File: config.mk
export PLATFORM = sky130hd
export DESIGN_NAME = boom_sequencer
export DESIGN_NICKNAME = d
export VERILOG_FILES = /design/src/rtl/boom_pkg.sv /design/src/rtl/boom_mod_check.sv /design/src/rtl/boom_sequencer.sv
export SDC_FILE = /design/constraint.sdc
export NUM_CORES = 1
export LEC_CHECK = 0
export ABC_CLOCK_PERIOD_IN_PS = 3600
export CORE_MARGIN = 5
export CORE_UTILIZATION = 35
export DETAILED_ROUTE_END_ITERATION = 8
export PLACE_DENSITY = 0.53
export SETUP_SLACK_MARGIN = 0.3
export SYNTH_ARGS = -nofsm -noshare
export SYNTH_HDL_FRONTEND = slang
export SYNTH_SLANG_ARGS = --single-unit
File: constraint.sdc
create_clock -name clk -period 3.6 [get_ports clk]
set_input_delay 0.72 -clock clk [delete_from_list [all_inputs] [get_ports clk]]
set_output_delay 0.72 -clock clk [all_outputs]
set_load 0.05 [all_outputs]
File: src/rtl/boom_pkg.sv
// Shared constants for the boom sequencer: FSM encodings, default sizes and the
// display pattern shown while a boom is held.
package boom_pkg;

  typedef logic [1:0] state_t;

  localparam state_t ST_IDLE = 2'd0;
  localparam state_t ST_RUN  = 2'd1;
  localparam state_t ST_HOLD = 2'd2;
  localparam state_t ST_DONE = 2'd3;

  localparam int DEF_WIDTH   = 5;
  localparam int DEF_DIVISOR = 6;

  // Wide all-ones source; users truncate it to their own display width.
  localparam logic [31:0] BOOM_PATTERN = '1;

endpackage

File: src/rtl/boom_mod_check.sv
// Combinational divisibility test: flags a value that is an exact multiple of DIVISOR.
module boom_mod_check #(
  parameter int WIDTH   = 5,
  parameter int DIVISOR = 6
) (
  input  logic [WIDTH-1:0] value,
  output logic             is_boom
);

  localparam logic [WIDTH-1:0] DIV_W = WIDTH'(DIVISOR);

  assign is_boom = ((value % DIV_W) == '0);

endmodule

File: src/rtl/boom_sequencer.sv
// Boom game sequencer: walks 1..MAX_COUNT on a prescaled tick, freezing on every
// multiple of DIVISOR with the display forced to all-ones for HOLD_TICKS ticks.
module boom_sequencer
  import boom_pkg::*;
#(
  parameter int WIDTH      = DEF_WIDTH,
  parameter int DIVISOR    = DEF_DIVISOR,
  parameter int MAX_COUNT  = 31,
  parameter int TICK_DIV   = 25_000_000,
  parameter int HOLD_TICKS = 2
) (
  input  logic             clk,
  input  logic             rst,
  input  logic             start,
  input  logic             stop,
  output logic [WIDTH-1:0] count_out,
  output logic [WIDTH-1:0] disp_out,
  output logic             boom_led,
  output logic             busy,
  output logic             done
);

  localparam int PW = $clog2(TICK_DIV);
  localparam int HW = $clog2(HOLD_TICKS + 1);

  localparam logic [PW-1:0]    PRESC_LAST = PW'(TICK_DIV - 1);
  localparam logic [HW-1:0]    HOLD_INIT  = HW'(HOLD_TICKS - 1);
  localparam logic [WIDTH-1:0] LAST_CNT   = WIDTH'(MAX_COUNT);
  localparam logic [WIDTH-1:0] FIRST_CNT  = WIDTH'(1);
  localparam logic [WIDTH-1:0] BOOM_DISP  = WIDTH'(BOOM_PATTERN);

  state_t           state;
  logic [PW-1:0]    presc;
  logic [HW-1:0]    hold_cnt;
  logic             tick;
  logic [WIDTH-1:0] next_count;
  logic             next_is_boom;

  assign tick       = (presc == PRESC_LAST);
  assign next_count = count_out + WIDTH'(1);

  // The boom decision is made on the value about to be shown, so the pattern
  // appears on the very edge that loads the boomed count.
  boom_mod_check #(
    .WIDTH   (WIDTH),
    .DIVISOR (DIVISOR)
  ) u_mod_check (
    .value   (next_count),
    .is_boom (next_is_boom)
  );

  always_ff @(posedge clk) begin
    if (rst || stop) begin
      state     <= ST_IDLE;
      presc     <= '0;
      hold_cnt  <= '0;
      count_out <= '0;
      disp_out  <= '0;
      boom_led  <= 1'b0;
      busy      <= 1'b0;
      done      <= 1'b0;
    end else begin
      case (state)
        ST_IDLE, ST_DONE: begin
          if (start) begin
            state     <= ST_RUN;
            presc     <= '0;
            hold_cnt  <= '0;
            count_out <= FIRST_CNT;
            disp_out  <= FIRST_CNT;
            boom_led  <= 1'b0;
            busy      <= 1'b1;
            done      <= 1'b0;
          end
        end

        ST_RUN: begin
          presc <= tick ? '0 : presc + PW'(1);
          if (tick) begin
            if (count_out == LAST_CNT) begin
              state <= ST_DONE;
              busy  <= 1'b0;
              done  <= 1'b1;
            end else if (next_is_boom) begin
              state     <= ST_HOLD;
              count_out <= next_count;
              disp_out  <= BOOM_DISP;
              boom_led  <= 1'b1;
              hold_cnt  <= HOLD_INIT;
            end else begin
              count_out <= next_count;
              disp_out  <= next_count;
            end
          end
        end

        ST_HOLD: begin
          // Prescaler keeps running through the hold so the resume is tick-aligned.
          presc <= tick ? '0 : presc + PW'(1);
          if (tick) begin
            if (hold_cnt == '0) begin
              state    <= ST_RUN;
              boom_led <= 1'b0;
              disp_out <= count_out;
            end else begin
              hold_cnt <= hold_cnt - HW'(1);
            end
          end
        end

        default: begin
          state <= ST_IDLE;
        end
      endcase
    end
  end

endmodule

[Word level (Yosys, flattened, before mapping)]
Index checks and enable logic that the tools add are counted.
Word-level totals
  register bits after elaboration: 42
  output and inout port bits: 13
Cells by class
  $add $sub $neg: 3
  divide/modulo/power cells: 1
  equal/unequal tests: 14
  muxes and demuxes: 41
  reduce and logical (&&, ||, !) cells: 13
Operators with widths (number)
  $mux 25: 2
  $pmux 25 s2: 1
  $mux 5: 8
  $add 25x1->25 const B: 1
  $eq 25x25->1 const B: 1
  $mux 2: 12
  $ne 2x2->1 const B: 8
  $pmux 5 s3: 1
  $pmux 2 s3: 2
  $reduce_and 6->1: 2
  $mux 1: 11
  $pmux 5 s2: 1
  $reduce_and 5->1: 2
  $reduce_and 4->1: 2
  $add 5x1->5 const B: 1
  $eq 5x5->1 const B: 1
  $logic_not 5->1: 1
  $mod 5x3->5 const B: 1
  $eq 2x2->1 const B: 2
  $logic_not 2->1: 2
  $pmux 1 s2: 2
  $reduce_or 2->1: 2
  $ne 3x3->1 const B: 1
  $pmux 1 s3: 1
  other kinds (4): 4

[Longest topological paths before layout]
  depth after elaboration: 7
  mapped depth: 20
  mapped depth without buffers: 18

[Hierarchy]
Synthesis repeated with hierarchy kept, for this count alone.
Second synthesis, totals
  cells, all modules: 327
  area total of the unflattened synthesis: 2736.4 um2
Modules (own cells, without submodules)
  boom_sequencer: instances 1, cells an instance 301, area each 2514.9 um2, seq. area each 840.8 um2
  boom_mod_check: instances 1, cells an instance 26, area each 221.5 um2, seq. area each 0.0 um2

[Worst setup path after synthesis]
Ideal clock, no wire load.
  path kind: register -> register
  start point: register count_out[1]
  end point: register disp_out[3]
  setup time: 0.132 ns
  arrival: 4.161 ns
  path slack: -0.693 ns
  cell stages (with the launch flop): 20
  path buffers: 1
  path through: dfxtp_1 -> ha_1 -> and3_1 -> ha_1 -> ha_1 -> clkbuf_1 -> nor2_1 -> o21ai_0 -> nand2_1 -> ha_1 -> o21ba_2 -> xnor2_1 -> ha_1 -> nor3_1 -> o21ai_1 -> mux2i_1 -> o311a_1 -> or3_1 -> o211ai_1 -> a21oi_1
Between the ends
  cells in the longest elaborated chain, start to end: 7
  elaborated cells on any way between the ends: 10
Ends and longest elaborated chain
  start: declaration: line boom_sequencer.sv:16  | output logic [WIDTH-1:0] count_out,
  start signal: assignment: line boom_sequencer.sv:86  | count_out <= next_count;
  start signal: assignment: line boom_sequencer.sv:91  | count_out <= next_count;
  $add 5x1->5: line boom_sequencer.sv:40  | assign next_count = count_out + WIDTH'(1);
  $mod 5x3->5: line boom_mod_check.sv:12  | assign is_boom = ((value % DIV_W) == '0);
  $logic_not 5->1: line boom_mod_check.sv:12
  $mux 5: line boom_sequencer.sv:84  | end else if (next_is_boom) begin
  $mux 5: line boom_sequencer.sv:80  | if (count_out == LAST_CNT) begin
  $mux 5: line boom_sequencer.sv:79  | if (tick) begin
  $pmux 5 s3: line boom_sequencer.sv:63  | case (state)
  end signal: assignment: line boom_sequencer.sv:92  | disp_out <= next_count;
  end signal: assignment: line boom_sequencer.sv:104  | disp_out <= count_out;
  end: declaration: line boom_sequencer.sv:17  | output logic [WIDTH-1:0] disp_out,
Several ways; a longest one is shown, not always the timed one. The select of a mux whose other input is x is not followed.
A chain may end at the register's enable or synchronous reset.

[Worst setup path in the final report]
Ends and elaborated chain as after synthesis.

==> flow_metrics.py <==
metrics = {
    "run_status": {
        "status": "finished clean",
    },
    "placed_design": {
        "dpl-instance-area_um2": 3140,
        "hpwlAfterDp_um": 4970,
        "place_inst": 474,
        "portBuffers": 16,
        "routabilityCongestion": 0.745,
    },
    "logic_synthesis": {
        "synth_area_um2": 2730,
        "synth-seq-cells": 42,
        "yosysSeqAreaShare_pct": 30.8,
        "mappedNetlistNets": 377,
        "ys_warn_count": 0,
        "ys.flop_type": "dfxtp_1",
        "synth_area_per_cell_um2": 7.55,
        "yosys-top-cells-area": "dfxtp_1, a21oi_1, nor2_1",
        "ys_async_sr_fraction_pct": 0,
        "synth_edf_count": 0,
        "synth_cell_type_count": 66,
        "synth_top_area_share_pct": 30.8,
        "netlist_instances": 362,
        "synth.largest_area_cell": "dfxtp_1",
    },
    "clocking": {
        "root_buffer": "clkbuf_8",
        "numCtsBuffers": 5,
        "cts_tree": "done",
        "htree_levels": 2,
        "cts_buffer_depth": 2,
        "clk_pin_slew_worst_paths_ps": 80,
        "cts.sinks": 42,
        "clk-insertion-delay-late_ps": 290,
    },
    "routing": {
        "via_per_inst": 5.45,
        "drt_first_pass_iters": 4,
        "route.vias.total": 2651,
        "drt_wl_total_um": 7200,
        "routedWlPerCell_um": 14.8,
        "drt_iter0_markers": 148,
        "remaining_drc_errors": 0,
        "antenna_left": 0,
    },
    "final_layout": {
        "final_common_cell": "nor2_1",
        "layout.cells.non_filler": 486,
        "drive_above_1_share_pct": 17.2,
        "most-common-layout-cells": "nor2_1, dfxtp_1, nand2_1",
        "post-route-util_pct": 43.9,
        "diodes": 0,
        "finalNetCount": 398,
        "fillCellCount": 786,
        "area_delta_synth_final_pct": 22.9,
        "post-route-cell-area_um2": 3360,
    },
    "power": {
        "powerDensity_nw_per_um2": 290,
        "leakage_nw": 1.15,
        "ir_drop_v": 0.000167,
    },
    "timing": {
        "fmax_mhz": 284,
        "setup_viol": 0,
        "hold_viol_final": 0,
        "hold-worst-slack_ps": 475,
        "rsz0062_at_grt": "true",
        "finalSetupTns_ps": 0,
        "report.final.slew_viol_count": 0,
        "finalCritPeriodShare_pct": 97.7,
        "fin_crit_ps": 3520,
        "relSlewSlack_pct": 45.6,
        "fin_skew_ps": 6.24,
        "tightest_slew_ps": 814,
    },
    "critical_path": {
        "end_kind": "flip-flop",
        "reg2reg_depth": 16,
        "cpPeakStageDelay_ps": 420,
        "worstReg2RegStart": "count_out[1]$_SDFFE_PP0P_",
        "start_kind": "flip-flop",
        "crit_buf_inv": 0,
        "crit_required_ps": 3750,
        "critPathKind": "reg -> reg",
        "crit_path_frequent_cell": "ha_4",
        "critPathMaxFanout": 5,
        "crit_chain": "ha_4, and3_4, ha_4, ha_4, mux2i_1, a31o_2, o21ba_4, xnor2_4, ha_4, nor3_2, o21ai_1, mux2i_1, o311a_1, or3_4, o211ai_1, a21oi_1",
        "r2r_end": "disp_out[3]$_SDFFE_PP0P_",
        "path_depth": 16,
        "crit_slowest_cell": "or3_4",
        "cp.arrival_ps": 3670,
        "r2r_slack_ps": 80,
        "cp_top_family": "compound AO/OA/AOI/OAI gates",
    },
    "floorplan": {
        "die_w_um": 98.4,
        "die_area_um2": 9670,
        "start_util_pct": 35.7,
        "die_y_um": 98.4,
        "rows": 32,
        "core_area_um2": 7650,
        "io_pins": 17,
    },
    "min_path": {
        "worst_hold_startpoint": "disp_out[3]$_SDFFE_PP0P_",
        "hold_class": "reg -> reg",
        "min_path_cells": 2,
        "min_to": "disp_out[3]$_SDFFE_PP0P_",
    },
    "global_route": {
        "grtUsageMet3_pct": 2.64,
        "globalRouteMet2Util_pct": 24.4,
        "top_usage_layer": "met2",
        "grt_max_degree": 38,
        "grt_antenna_before_repair": 0,
        "grt_pass1_wl_um": 12100,
        "grtUsageTotal_pct": 14.7,
        "grt_pass1_vias": 2456,
        "overflow": 0,
        "use_met1_pct": 20.3,
    },
    "flow_run": {
        "max_cap_viol_count": 0,
    },
}
-- power breakdown --
group	switching (mW)	internal (mW)
logic	0.0978	0.0503
registers	0.00331	0.466
clock network	0.164	0.194
total	0.265	0.710
-- metrics by stage --
step                total power, mW  worst slack (ps)
floorplan                     0.578             -17.9
global placement              0.619              49.6
detailed placement            0.618              10.5
CTS                           0.983              82.1
global route                   1.02             -56.0
finish                        0.974              84.5
-- per-layer routing --
layer	wire (µm)	share of wire, %	vias up
met1	3660	51	1243
met4	45	0.62	0
met2	3310	46	34
li1	-	-	1368
met3	189	2.6	6
met5	0	0	-
-- kinds of logic after synthesis --
| group | count (synthesis) | synth area share (%) |
|---|---|---|
| buffers and inverters | 32 | 4.44 |
| adders and majority gates | 11 | 5.04 |
| and+or+nand+nor | 158 | 29.4 |
| xor gates and xnor gates | 4 | 1.56 |
| DFF | 42 | 30.8 |
| muxes | 5 | 1.83 |
| AOI/OAI and AO/OA | 110 | 27.0 |
-- worst max path at each step --
stage	slack [ps]	endpoint	startpoint
2_1_floorplan	-20	disp_out[0]$_SDFFE_PP0P_	count_out[1]$_SDFFE_PP0P_
3_3_place_gp	50	disp_out[3]$_SDFFE_PP0P_	count_out[1]$_SDFFE_PP0P_
3_5_place_dp	10	disp_out[3]$_SDFFE_PP0P_	count_out[1]$_SDFFE_PP0P_
4_1_cts	80	disp_out[3]$_SDFFE_PP0P_	count_out[1]$_SDFFE_PP0P_
5_1_grt	-60	disp_out[3]$_SDFFE_PP0P_	count_out[1]$_SDFFE_PP0P_
6_report	80	disp_out[3]$_SDFFE_PP0P_	count_out[1]$_SDFFE_PP0P_
-- sequential cells by signal, indices dropped and copies added (netlist names) --
register / flops
presc: 25
boom_led: 1
disp_out: 5
busy: 1
done: 1
count_out: 5
state: 2
hold_cnt: 2
-- what timing repair did --
item	CTS	global route
resized for setup	6	7
pin swaps	6	3
hold buffers	0	0
buffers inserted	4	0
setup endpoints to repair	10	10
-- final cells by class --
type | instances | area, µm² | share of cell area [%]
Clock buffer | 8 | 110 | 3.28
Inverter | 13 | 48.8 | 1.45
Multi-Input combinational cell | 288 | 1920 | 57.3
Sequential cell | 42 | 856 | 25.5
Tap cell | 102 | 128 | 3.80
Timing Repair Buffer | 33 | 292 | 8.68
-- cell usage after synthesis (4+ instances only) --
master    number
clkbuf_1      17
nand4_1        4
inv_1         13
nand2b_1       4
o21ai_0       20
nand3_1       14
a311oi_1       7
nor4_1         4
and3_1        10
dfxtp_1       42
a21oi_1       35
or3_1          6
ha_1          11
nand2_1       35
a31oi_1        7
nor2_1        46
mux2i_1        5
nor3_1        11
-- worst min-delay path: cells and delay by family (launching register included) --
kind | cells | cell delay (ps)
DFF | 1 | 320
and+or+nand+nor | 1 | 60
AOI/OAI and AO/OA | 1 | 60
No activity file was read; power rests on OpenSTA's default activity.
